--- config.mk ---
export PLATFORM = sky130hd
export DESIGN_NAME = bcd_timer_ctrl
export DESIGN_NICKNAME = d
export VERILOG_FILES = /design/src/rtl/bcd_pkg.sv /design/src/rtl/bcd_digit_cell.sv /design/src/rtl/bcd_timer_ctrl.sv
export SDC_FILE = /design/constraint.sdc
export NUM_CORES = 1
export LEC_CHECK = 0
export BUFFER_PORTS_ARGS = -buffer_cell sky130_fd_sc_hd__buf_2
export CORE_UTILIZATION = 42
export CTS_BUF_LIST = sky130_fd_sc_hd__clkbuf_2
export DETAILED_ROUTE_END_ITERATION = 8
export GPL_ROUTABILITY_DRIVEN = 0
export GPL_TIMING_DRIVEN = 0
export PLACE_DENSITY_LB_ADDON = 0.12
export SYNTH_ARGS = -nofsm -noshare
export SYNTH_HDL_FRONTEND = slang
export SYNTH_SLANG_ARGS = --single-unit
--- constraint.sdc ---
create_clock -name clk -period 3.05 [get_ports clk]
set_clock_uncertainty 0.15 [all_clocks]
set_input_delay 0.305 -clock clk [delete_from_list [all_inputs] [get_ports clk]]
set_output_delay 0.305 -clock clk [all_outputs]
set_load 0.02 [all_outputs]
--- src/rtl/bcd_pkg.sv ---
// Shared types and helpers for the BCD timer slice.
package bcd_pkg;

    typedef logic [3:0] bcd_digit_t;

    typedef struct packed {
        bcd_digit_t d2;
        bcd_digit_t d1;
        bcd_digit_t d0;
    } bcd3_t;

    typedef enum logic [1:0] {
        IDLE  = 2'd0,
        RUN   = 2'd1,
        PAUSE = 2'd2,
        DONE  = 2'd3
    } tmr_state_e;

    localparam bcd_digit_t BCD_MAX = 4'd9;

    function automatic logic bcd_valid(input bcd_digit_t d);
        return d <= BCD_MAX;
    endfunction

    // Any out-of-range value folds back to 0, so a digit never settles above 9.
    function automatic bcd_digit_t bcd_inc(input bcd_digit_t d);
        return (d >= BCD_MAX) ? '0 : d + 4'd1;
    endfunction

endpackage

--- src/rtl/bcd_digit_cell.sv ---
// One BCD decade: counts 0..9 when enabled, flags 9 for the carry chain.
module bcd_digit_cell
    import bcd_pkg::*;
(
    input  logic       clk,
    input  logic       reset,
    input  logic       clr,
    input  logic       en,
    output logic [3:0] q,
    output logic       at_max
);

    always_ff @(posedge clk) begin
        if (reset || clr) begin
            q <= '0;
        end else if (en) begin
            q <= bcd_inc(q);
        end
    end

    assign at_max = (q == BCD_MAX);

endmodule

--- src/rtl/bcd_timer_ctrl.sv ---
// Run-control sequencer for a 3-digit BCD count chain: prescaler, commands,
// target match, lap snapshot and done state.
module bcd_timer_ctrl
    import bcd_pkg::*;
#(
    parameter int unsigned PRESCALE = 4,
    parameter int unsigned WRAP     = 1
)
(
    input  logic        clk,
    input  logic        reset,
    input  logic        start,
    input  logic        stop,
    input  logic        clear,
    input  logic        lap,
    input  logic [11:0] target,
    output logic [3:0]  digit0,
    output logic [3:0]  digit1,
    output logic [3:0]  digit2,
    output logic [11:0] lap_bcd,
    output logic        lap_valid,
    output logic        tick,
    output logic        running,
    output logic        paused,
    output logic        done
);

    localparam logic [15:0] PRE_LAST = 16'(PRESCALE - 1);

    tmr_state_e state, state_n;
    logic [15:0] pre_cnt;
    bcd3_t       target_q;
    bcd3_t       lap_q;
    logic        lap_v;

    logic [3:0]  q0, q1, q2;
    logic        max0, max1, max2;
    logic        tick_i, terminal, hit, tgt_ok;
    logic        en0, en1, en2;
    bcd3_t       cnt, cnt_inc;

    assign cnt = '{d2: q2, d1: q1, d0: q0};

    always_comb begin
        tick_i   = (state == RUN) && (pre_cnt == PRE_LAST);
        terminal = tick_i && max0 && max1 && max2 && (WRAP == 0);
        // A terminal tick is a count hold, so the chain is not enabled at all.
        en0      = tick_i && !terminal;
        en1      = en0 && max0;
        en2      = en1 && max1;
        cnt_inc  = cnt;
        if (en0) cnt_inc.d0 = bcd_inc(cnt.d0);
        if (en1) cnt_inc.d1 = bcd_inc(cnt.d1);
        if (en2) cnt_inc.d2 = bcd_inc(cnt.d2);
        tgt_ok   = bcd_valid(target_q.d0) && bcd_valid(target_q.d1) && bcd_valid(target_q.d2);
        hit      = tick_i && tgt_ok && (cnt_inc == target_q);
    end

    always_comb begin
        state_n = state;
        if (clear) begin
            state_n = IDLE;
        end else begin
            case (state)
                IDLE:    if (start) state_n = RUN;
                RUN: begin
                    if (hit || terminal) state_n = DONE;
                    else if (stop)       state_n = PAUSE;
                end
                PAUSE:   if (start) state_n = RUN;
                DONE:    state_n = DONE;
                default: state_n = IDLE;
            endcase
        end
    end

    always_ff @(posedge clk) begin
        if (reset) begin
            state <= IDLE;
        end else begin
            state <= state_n;
        end
    end

    always_ff @(posedge clk) begin
        if (reset || clear) begin
            pre_cnt <= '0;
        end else if (state == IDLE && start) begin
            pre_cnt <= '0;
        end else if (state == RUN) begin
            pre_cnt <= tick_i ? '0 : pre_cnt + 16'd1;
        end
    end

    always_ff @(posedge clk) begin
        if (reset) begin
            target_q <= '0;
        end else if (!clear && state == IDLE && start) begin
            target_q <= target;
        end
    end

    always_ff @(posedge clk) begin
        if (reset || clear) begin
            lap_q <= '0;
            lap_v <= 1'b0;
        end else if (lap && (state == RUN || state == PAUSE)) begin
            lap_q <= cnt;
            lap_v <= 1'b1;
        end
    end

    bcd_digit_cell u_d0 (
        .clk    (clk),
        .reset  (reset),
        .clr    (clear),
        .en     (en0),
        .q      (q0),
        .at_max (max0)
    );

    bcd_digit_cell u_d1 (
        .clk    (clk),
        .reset  (reset),
        .clr    (clear),
        .en     (en1),
        .q      (q1),
        .at_max (max1)
    );

    bcd_digit_cell u_d2 (
        .clk    (clk),
        .reset  (reset),
        .clr    (clear),
        .en     (en2),
        .q      (q2),
        .at_max (max2)
    );

    assign digit0    = q0;
    assign digit1    = q1;
    assign digit2    = q2;
    assign lap_bcd   = lap_q;
    assign lap_valid = lap_v;
    assign tick      = tick_i;
    assign running   = (state == RUN);
    assign paused    = (state == PAUSE);
    assign done      = (state == DONE);

endmodule

==> results.sh, run 1 <==
export IMPL_ys_top_cells_by_area="dfxtp_1, nand2_1, ha_1"
export IMPL_io_pins=47
export IMPL_die_x_um=85.1
export IMPL_synth_seq_cells=55
export IMPL_maxCapViolations=0
export IMPL_synth_top_cell_by_area="dfxtp_1"
export IMPL_drc=0
export IMPL_hpwl_mm=4.96
export IMPL_num_vias=2680
export IMPL_grt_first_pass_wirelength_mm=11.4
export IMPL_path_cells="inv_2, ha_4, and4bb_4, nand4_4, o31a_1, or3_4, a22oi_2, or4b_4, o21ai_4, mux2i_1"
export IMPL_die_height_um=85.1
export IMPL_wirelength_mm=7.13
export IMPL_fin_ws_ns=-0.0592
export IMPL_hold_violations=0
export IMPL_initialDrtViolationCount=144
export IMPL_coreArea_sq_um=6490
export IMPL_hp_class="in -> reg"
export IMPL_antenna_found_initial=0
export IMPL_avgSynthCellArea_sq_um=8.24
export IMPL_worst_slew_pin_slew_ns=0.560
export IMPL_drive_above_1_share_pct=26.0
export IMPL_crit_family="simple AND/OR/NAND/NOR gates"
export IMPL_dominantRegCellSynth="dfxtp_1"
export IMPL_cp_arrival_ns=3.35
export IMPL_nFillCells=628
export IMPL_num_rows=29
export IMPL_grt_total_usage_pct=19.8
export IMPL_top_usage_layer="met2"
export IMPL_crit_slowest_cell="or4b_4"
export IMPL_cts_sinks=55
export IMPL_end_kind="register"
export IMPL_status="finished with violations"
export IMPL_drv_slew=0
export IMPL_firstDrtPassIters=4
export IMPL_wire_per_inst_um=14.0
export IMPL_nets=463
export IMPL_syn_cell_area_sq_um=2900
export IMPL_min_period_ns=3.11
export IMPL_cp_num_buf_inv=1
export IMPL_cp_max_fo=7
export IMPL_fmax_mhz=322
export IMPL_gr_total_overflow=0
export IMPL_cts_tree="done"
export IMPL_grt_setup_unrepaired="true"
export IMPL_worst_setup_path_type="reg -> reg"
export IMPL_syn_to_final_growth_pct=26.4
export IMPL_start_kind="register"
export IMPL_violations="negative setup slack"
export IMPL_cts_buffers=5
export IMPL_synth_edf_count=0
export IMPL_start_util_pct=44.7
export IMPL_synth_cell_types=58
export IMPL_h_tree_depth=2
export IMPL_cellPowerDensity_nw_per_um2=313
export IMPL_use_met3_pct=3.50
export IMPL_antenna_cells=0
export IMPL_clk_insertion_delay_late_ns=0.45
export IMPL_yosysSeqAreaShare_pct=38.0
export IMPL_grt_pass1_vias=2409
export IMPL_setup_viol_count_final=2
export IMPL_worst_hold_slack_ns=0.0501
export IMPL_gr_usage_met2_pct=31.3
export IMPL_ant_nets=0
export IMPL_cpPeakStageDelay_ns=0.50
export IMPL_grt_start_max_net_pins=17
export IMPL_fin_area_sq_um=3660
export IMPL_io_buffers=46
export IMPL_cts_buffer_depth=2
export IMPL_synth_top_area_share_pct=38.0
export IMPL_leakage_nw=1.42
export IMPL_required_ns=3.29
export IMPL_root_buffer="clkbuf_2"
export IMPL_syn_num_nets=385
export IMPL_async_reset_ff_share_pct=0
export IMPL_yosys_warnings=0
export IMPL_gr_usage_met1_pct=27.7
export IMPL_postSynthCellCount=352
export IMPL_cts_clk_slew_worst_paths_ns=0.27
export IMPL_place_area_sq_um=3230
export IMPL_via_per_inst=5.28
export IMPL_fin_crit_sh_pct=102
export IMPL_die_area_sq_um=7240
export IMPL_relSlewSlack_pct=62.7
export IMPL_ir_drop_mv=0.198
per-stage QoR:
stage          power (mW)  cells  utilization [%]  setup slack (ns)  TNS [ns]
2_1_floorplan       0.808    352                -            0.0281         0
3_3_place_gp        0.839    475             49.7            -0.245    -0.423
3_5_place_dp        0.840    475             49.7            -0.246    -0.452
4_1_cts              1.16    507             55.4           -0.0382   -0.0382
5_1_grt              1.20    508             56.4            -0.207    -0.370
6_report             1.15    508             56.4           -0.0592   -0.0936
timing repair:
action | 4_1_cts | 5_1_grt
pin swaps | 8 | 9
hold buffers | 15 | 0
setup endpoints to repair | 2 | 2
buffers inserted | 9 | 2
endpoints found under the hold margin | 14 | 0
gates resized for setup | 27 | 13
sequential cells by signal, summed over array words and instances, names as in the netlist:
name and flops:
target_q 12, pre_cnt 16, u_d1.q 4, lap_valid 1, u_d0.q 4, u_d2.q 4
state 2, lap_bcd 12
report_power, final:
part	leakage, nW	switching, mW	internal [mW]	total [mW]
Sequential	0.449	0.0104	0.729	0.739
Clock	0.0290	0.236	0.0583	0.294
Combinational	0.937	0.0599	0.0524	0.112
Total	1.42	0.306	0.840	1.15
placed cells by master, fill, tap and decap left out, types with 11 or more instances in the layout:
cell type,Yosys,routed
nand2_1,68,68
dfxtp_1,55,47
buf_2,1,46
a21oi_1,35,35
nor2_1,34,33
dlygate4sd3_1,0,15
ha_1,15,14
inv_1,12,11
o21ai_0,11,11
xor2_1,11,11
buf_4,0,11
synthesized netlist by cell type (all sizes together) (2+ instances only):
library cell / count
nand2: 68
dfxtp: 55
a21oi: 35
nor2: 34
ha: 15
o21ai: 14
inv: 13
xor2: 12
clkbuf: 9
nand4: 9
nand3: 7
or3: 7
buf: 6
nor3: 6
nor4: 6
and3: 5
nor2b: 5
a22oi: 3
and2: 3
mux2i: 3
nand2b: 3
nand3b: 3
or2: 3
a2111oi: 2
o2111ai: 2
o31ai: 2
xnor2: 2
path summary, 6_finish.rpt:
| kind | slack, ns | start | cells after the start | endpoint |
|---|---|---|---|---|
| worst max-delay path | -0.06 | state[1]$_SDFFE_PP0P_ | 10 | state[1]$_SDFFE_PP0P_ |
| worst min-delay path | 0.05 | start | 4 | pre_cnt[1]$_SDFFE_PP0N_ |
| worst max register to register | -0.06 | state[1]$_SDFFE_PP0P_ | 10 | state[1]$_SDFFE_PP0P_ |
| worst min register to register | 0.32 | lap_bcd[9]$_SDFFE_PP0P_ | 2 | lap_bcd[9]$_SDFFE_PP0P_ |
worst reg2reg max path, stage by stage (launching register included):
cell and delay [ns]:
dfxtp_2 0.39, inv_2 0.08, ha_4 0.15, and4bb_4 0.25, nand4_4 0.20, o31a_1 0.40, or3_4 0.39, a22oi_2 0.17
or4b_4 0.50, o21ai_4 0.16, mux2i_1 0.21
metal layers:
layer,vias to the layer above,part of all wire [%]
li1,1373,-
met1,1234,50
met2,65,45
met3,8,3.7
met4,0,1.1
met5,-,0
cell families (layout without fill, tap and decap cells):
group / Yosys count / count (layout) / synth area share [%]
buffers and inverters: 28 / 107 / 4.96
XOR/XNOR: 14 / 14 / 4.49
flip-flops: 55 / 55 / 38.0
AND/OR/NAND/NOR: 165 / 165 / 29.1
AO/OA/AOI/OAI: 71 / 71 / 15.6
adder cells (fa/ha/maj): 15 / 15 / 6.47
multiplexers: 4 / 4 / 1.42
cell type report:
| type | count | area [sq um] | area share, % |
|---|---|---|---|
| Sequential cell | 55 | 1120 | 30.5 |
| Clock inverter | 2 | 12.5 | 0.341 |
| Buffer | 14 | 93.8 | 2.56 |
| Tap cell | 77 | 96.3 | 2.63 |
| Multi-Input combinational cell | 269 | 1800 | 49.2 |
| Clock buffer | 6 | 30.0 | 0.819 |
| Timing Repair Buffer | 72 | 463 | 12.6 |
| Inverter | 13 | 48.8 | 1.33 |
Note: power is estimated with default switching activity, not from simulation.
==> run 2: changes to the inputs <==
SKIP_LAST_GASP = 1   (was not set)
==> run 2 against run 1 <==
Against the previous run: the flow still finishes with violations (negative setup slack); count of clock-buffer cells in the layout is the same; final area shrank 0.10%; global-route usage about the same; register-to-register slack about the same; via count fell by 0.19%; critical path depth unchanged; sequential share of layout area about the same; non-clock buffer count did not move; maximum frequency is essentially flat; combinational power about the same; power about the same; critical path type unchanged.
==> results.sh, run 2 (same netlist as run 1, synthesis figures left out) <==
export IMPL_hpwl_mm=4.96
export IMPL_cp_num_buf_inv=1
export IMPL_relSlewSlack_pct=62.2
export IMPL_drc=0
export IMPL_p_sw_uw=306
export IMPL_fin_ws_ns=-0.0614
export IMPL_hp_class="in -> reg"
export IMPL_min_period_ns=3.11
export IMPL_status="finished with violations"
export IMPL_grt_pass1_vias=2409
export IMPL_cts_tree="done"
export IMPL_fmax_mhz=321
export IMPL_setup_viol_count_final=2
export IMPL_finish_utilization_pct=56.4
export IMPL_initialDrtViolationCount=144
export IMPL_start_kind="register"
export IMPL_final_common_cell="nand2_1"
export IMPL_drive_above_1_share_pct=26.0
export IMPL_p_int_uw=840
export IMPL_wire_per_inst_um=14.0
export IMPL_firstDrtPassIters=4
export IMPL_die_x_um=85.1
export IMPL_leakage_nw=1.41
export IMPL_p_sw_share_pct=26.7
export IMPL_nets=463
export IMPL_gr_total_overflow=0
export IMPL_coreArea_sq_um=6490
export IMPL_grt_first_pass_wirelength_mm=11.4
export IMPL_drv_slew=0
export IMPL_end_kind="register"
export IMPL_clock_power_share_pct=25.7
export IMPL_wirelength_mm=7.12
export IMPL_syn_to_final_growth_pct=26.2
export IMPL_seq_power_share_pct=64.5
export IMPL_grt_total_usage_pct=19.8
export IMPL_path_cells="inv_2, ha_4, and4bb_4, nand4_4, o31a_1, or3_4, a22oi_2, or4b_4, o21ai_4, mux2i_1"
export IMPL_antenna_found_initial=0
export IMPL_fin_crit_sh_pct=102
export IMPL_cpPeakStageDelay_ns=0.50
export IMPL_final_cell_mix="nand2_1, dfxtp_1, buf_2, a21oi_1, nor2_1"
export IMPL_grt_setup_unrepaired="true"
export IMPL_worst_setup_path_type="reg -> reg"
export IMPL_root_buffer="clkbuf_2"
export IMPL_cellPowerDensity_nw_per_um2=313
export IMPL_num_rows=29
export IMPL_maxCapViolations=0
export IMPL_antenna_cells=0
export IMPL_cp_arrival_ns=3.35
export IMPL_io_pins=47
export IMPL_io_buffers=46
export IMPL_start_util_pct=44.7
export IMPL_h_tree_depth=2
export IMPL_cts_clk_slew_worst_paths_ns=0.27
export IMPL_violations="negative setup slack"
export IMPL_largest_register="pre_cnt"
export IMPL_die_height_um=85.1
export IMPL_placedCellCount=475
export IMPL_worst_slew_pin_slew_ns=0.566
export IMPL_cts_sinks=55
export IMPL_crit_family="simple AND/OR/NAND/NOR gates"
export IMPL_required_ns=3.29
export IMPL_crit_slowest_cell="or4b_4"
export IMPL_ant_nets=0
export IMPL_comb_power_share_pct=9.8
export IMPL_grt_start_max_net_pins=17
export IMPL_hold_violations=0
export IMPL_worst_hold_slack_ns=0.0509
export IMPL_die_area_sq_um=7240
export IMPL_cts_buffer_depth=2
export IMPL_finalNonFillerCells=508
export IMPL_cts_buffers=5
export IMPL_clk_insertion_delay_late_ns=0.45
export IMPL_via_per_inst=5.27
export IMPL_cp_max_fo=7
export IMPL_largest_reg_flops=16
export IMPL_ir_drop_mv=0.197
export IMPL_finalSetupTns_ns=-0.0981
export IMPL_num_vias=2675
[run 2: tightest hold or removal path, cell delays in order]
cell     delay (ns)
buf_2          0.09
nand2_1        0.10
nand2_1        0.11
a21oi_1        0.04
[run 2: power groups by stage]
stage               Sequential (mW)  Clock [mW]  Combinational, mW
floorplan                     0.751           0             0.0573
global placement              0.753           0             0.0853
detailed placement            0.754           0             0.0866
CTS                           0.740       0.310              0.112
global route                  0.741       0.331              0.124
finish                        0.739       0.294              0.112
[run 2: worst paths after layout]
path	slack (ns)	cells past startpoint	start	end
worst min-delay path	0.05	4	start	pre_cnt[1]$_SDFFE_PP0N_
worst min register to register	0.32	2	lap_bcd[9]$_SDFFE_PP0P_	lap_bcd[9]$_SDFFE_PP0P_
worst max-delay path	-0.06	10	state[1]$_SDFFE_PP0P_	state[1]$_SDFFE_PP0P_
worst max register to register	-0.06	10	state[1]$_SDFFE_PP0P_	state[1]$_SDFFE_PP0P_
[run 2: per-stage QoR]
step / power [mW] / worst slack (ns) / area (sq um)
6_report: 1.15 / -0.0614 / 3660
3_3_place_gp: 0.839 / -0.245 / 3230
4_1_cts: 1.16 / -0.0382 / 3590
3_5_place_dp: 0.840 / -0.246 / 3230
5_1_grt: 1.20 / -0.207 / 3660
2_1_floorplan: 0.808 / 0.0281 / 2900
[run 2: layout make-up]
type	count	area, sq um
tap	77	96.3
clock buffer	6	30.0
multi-input combinational	269	1800
fill	628	2830
clock inverter	2	12.5
inverter	13	48.8
sequential	55	1120
timing repair buffer	72	463
buffer	14	90.1
[run 2: metal layers]
layer	track usage (%)	vias to the layer above	part of all wire (%)
met3	3.50	8	3.7
li1	-	1373	-
met5	0	-	0
met4	5.55	0	1.1
met1	27.8	1227	50
met2	31.3	67	45
[run 2: what timing repair did]
| item | in CTS | in global routing |
|---|---|---|
| gates cloned | 0 | 0 |
| hold buffers | 15 | 0 |
| setup endpoints to repair | 2 | 2 |
| resized for setup | 25 | 14 |
| setup buffers | 9 | 2 |
| hold endpoints to repair | 14 | 0 |
| pin swaps | 8 | 9 |
==> run 3: changes to the inputs <==
CORE_ASPECT_RATIO = 0.7   (was not set)
==> run 3 against run 2 <==
Against the previous run: the flow now finishes without violations; routed wire length is 5.9% higher; maximum frequency is 2.7% higher; combinational power hardly changed; register-to-register slack better by 0.08 ns; largest cell class unchanged; die area hardly changed; critical path depth is 1 lower; setup slack better by 0.083 ns; non-clock buffer count is 1 lower; sequential share of layout area is 0.15 points lower; power is 7.2% higher.
==> results.sh, run 3 (same netlist as run 1, synthesis figures left out) <==
export IMPL_required_ns=3.31
export IMPL_io_buffers=46
export IMPL_wl_met3_um=253
export IMPL_drv_slew=0
export IMPL_cts_sinks=55
export IMPL_p_int_uw=914
export IMPL_p_sw_share_pct=25.5
export IMPL_final_cell_mix="nand2_1, buf_2, dfxtp_1, a21oi_1, nor2_1"
export IMPL_status="completed"
export IMPL_ir_drop_mv=0.213
export IMPL_start_util_pct=44.9
export IMPL_clock_power_share_pct=30.5
export IMPL_initialDrtViolationCount=139
export IMPL_finalNonFillerCells=520
export IMPL_syn_to_final_growth_pct=26.7
export IMPL_cp_arrival_ns=3.29
export IMPL_largest_register="pre_cnt"
export IMPL_grt_setup_unrepaired="true"
export IMPL_grt_pass1_vias=2522
export IMPL_largest_reg_flops=16
export IMPL_die_x_um=101
export IMPL_grt_total_usage_pct=21.2
export IMPL_cts_buffer_depth=2
export IMPL_num_rows=24
export IMPL_wirelength_mm=7.54
export IMPL_drive_above_1_share_pct=26.6
export IMPL_antenna_cells=0
export IMPL_seq_power_share_pct=60.3
export IMPL_cts_clk_slew_worst_paths_ns=0.29
export IMPL_root_buffer="clkbuf_2"
export IMPL_comb_power_share_pct=9.2
export IMPL_final_common_cell="nand2_1"
export IMPL_ant_nets=0
export IMPL_fmax_mhz=330
export IMPL_cts_tree="done"
export IMPL_path_cells="ha_4, and4bb_4, nand4_4, o21a_2, or3_1, a22oi_2, or4b_4, o21ai_4, mux2i_1"
export IMPL_die_height_um=71.5
export IMPL_finish_utilization_pct=56.9
export IMPL_worst_setup_path_type="reg -> reg"
export IMPL_via_per_inst=5.19
export IMPL_routed_top_layer="met4"
export IMPL_critPathLaunch="pre_cnt[0]$_SDFFE_PP0N_"
export IMPL_worst_hold_slack_ns=0.00917
export IMPL_start_kind="register"
export IMPL_crit_slowest_cell="or4b_4"
export IMPL_hpwl_mm=5.19
export IMPL_cp_max_fo=7
export IMPL_io_pins=47
export IMPL_met1Wirelength_mm=3.93
export IMPL_h_tree_depth=2
export IMPL_die_area_sq_um=7250
export IMPL_power_total_mw=1.23
export IMPL_gr_total_overflow=0
export IMPL_leakage_nw=1.41
export IMPL_met2_wirelength_mm=3.28
export IMPL_cp_num_buf_inv=0
export IMPL_min_from="lap"
export IMPL_drc=0
export IMPL_grt_first_pass_wirelength_mm=11.9
export IMPL_rr_startpoint="pre_cnt[0]$_SDFFE_PP0N_"
export IMPL_worst_slew_pin_slew_ns=0.557
export IMPL_fin_crit_sh_pct=99.3
export IMPL_cpPeakStageDelay_ns=0.53
export IMPL_coreArea_sq_um=6460
export IMPL_maxCapViolations=0
export IMPL_setup_viol_count_final=0
export IMPL_p_sw_uw=314
export IMPL_end_kind="register"
export IMPL_clk_insertion_delay_late_ns=0.46
export IMPL_placedCellCount=489
export IMPL_wire_per_inst_um=14.5
export IMPL_nFillCells=615
export IMPL_hold_violations=0
export IMPL_multi_input_area_sq_um=1790
export IMPL_cellPowerDensity_nw_per_um2=334
export IMPL_min_period_ns=3.03
export IMPL_regArea_sq_um=1120
export IMPL_dp_slack_ns=-0.313
export IMPL_antenna_found_initial=0
export IMPL_num_vias=2699
export IMPL_crit_family="simple AND/OR/NAND/NOR gates"
export IMPL_hp_class="in -> reg"
export IMPL_nets=462
export IMPL_grt_start_max_net_pins=17
export IMPL_cts_buffers=5
export IMPL_relSlewSlack_pct=62.9
export IMPL_firstDrtPassIters=4
export IMPL_fin_ws_ns=0.0216
-- run 3: final cells by class --
type	instances	area share (%)
Multi-Input combinational cell	269	48.8
Sequential cell	55	30.4
Timing Repair Buffer	71	12.3
Tap cell	91	3.10
Buffer	14	2.35
Inverter	13	1.33
Clock inverter	2	1.02
Clock buffer	5	0.681
-- run 3: final timing paths --
| kind | to | slack [ns] | cells after the start |
|---|---|---|---|
| worst max-delay path | state[1]$_SDFFE_PP0P_ | 0.02 | 9 |
| worst min-delay path | lap_bcd[1]$_SDFFE_PP0P_ | 0.009 | 4 |
| worst max register to register | state[1]$_SDFFE_PP0P_ | 0.02 | 9 |
| worst min register to register | lap_bcd[10]$_SDFFE_PP0P_ | 0.32 | 2 |
-- run 3: power groups by stage --
| stage | clock [mW] | sequential (mW) | combinational [mW] |
|---|---|---|---|
| after global placement | 0 | 0.754 | 0.0863 |
| after detailed placement | 0 | 0.754 | 0.0873 |
| after global routing | 0.400 | 0.743 | 0.126 |
| after floorplan | 0 | 0.751 | 0.0573 |
| final | 0.374 | 0.741 | 0.113 |
| after CTS | 0.379 | 0.740 | 0.111 |
-- run 3: tightest hold or removal path, cell delays in order --
cell	delay (ns)
buf_2	0.09
nand2_1	0.10
nand2_1	0.08
a21oi_1	0.05
-- run 3: metrics by stage --
stage                     TNS [ns]  instance area (sq um)
after floorplan                  0                   2900
after global placement      -0.519                   3250
after detailed placement    -0.505                   3250
after CTS                 -0.00468                   3590
after global routing        -0.164                   3670
final                            0                   3670
-- run 3: repair_timing --
action                                  CTS  global route
setup buffers                             9             2
endpoints found under the hold margin    12             0
hold buffers                             14             0
pin swaps                                 8             6
endpoints found under the setup margin    2             2
gates resized for setup                  19            19
-- run 3: per-layer routing --
layer / track usage, % / up-vias
met5: 0 / -
met4: 4.83 / 0
met3: 3.32 / 7
met2: 33.1 / 58
met1: 30.9 / 1272
li1: - / 1362
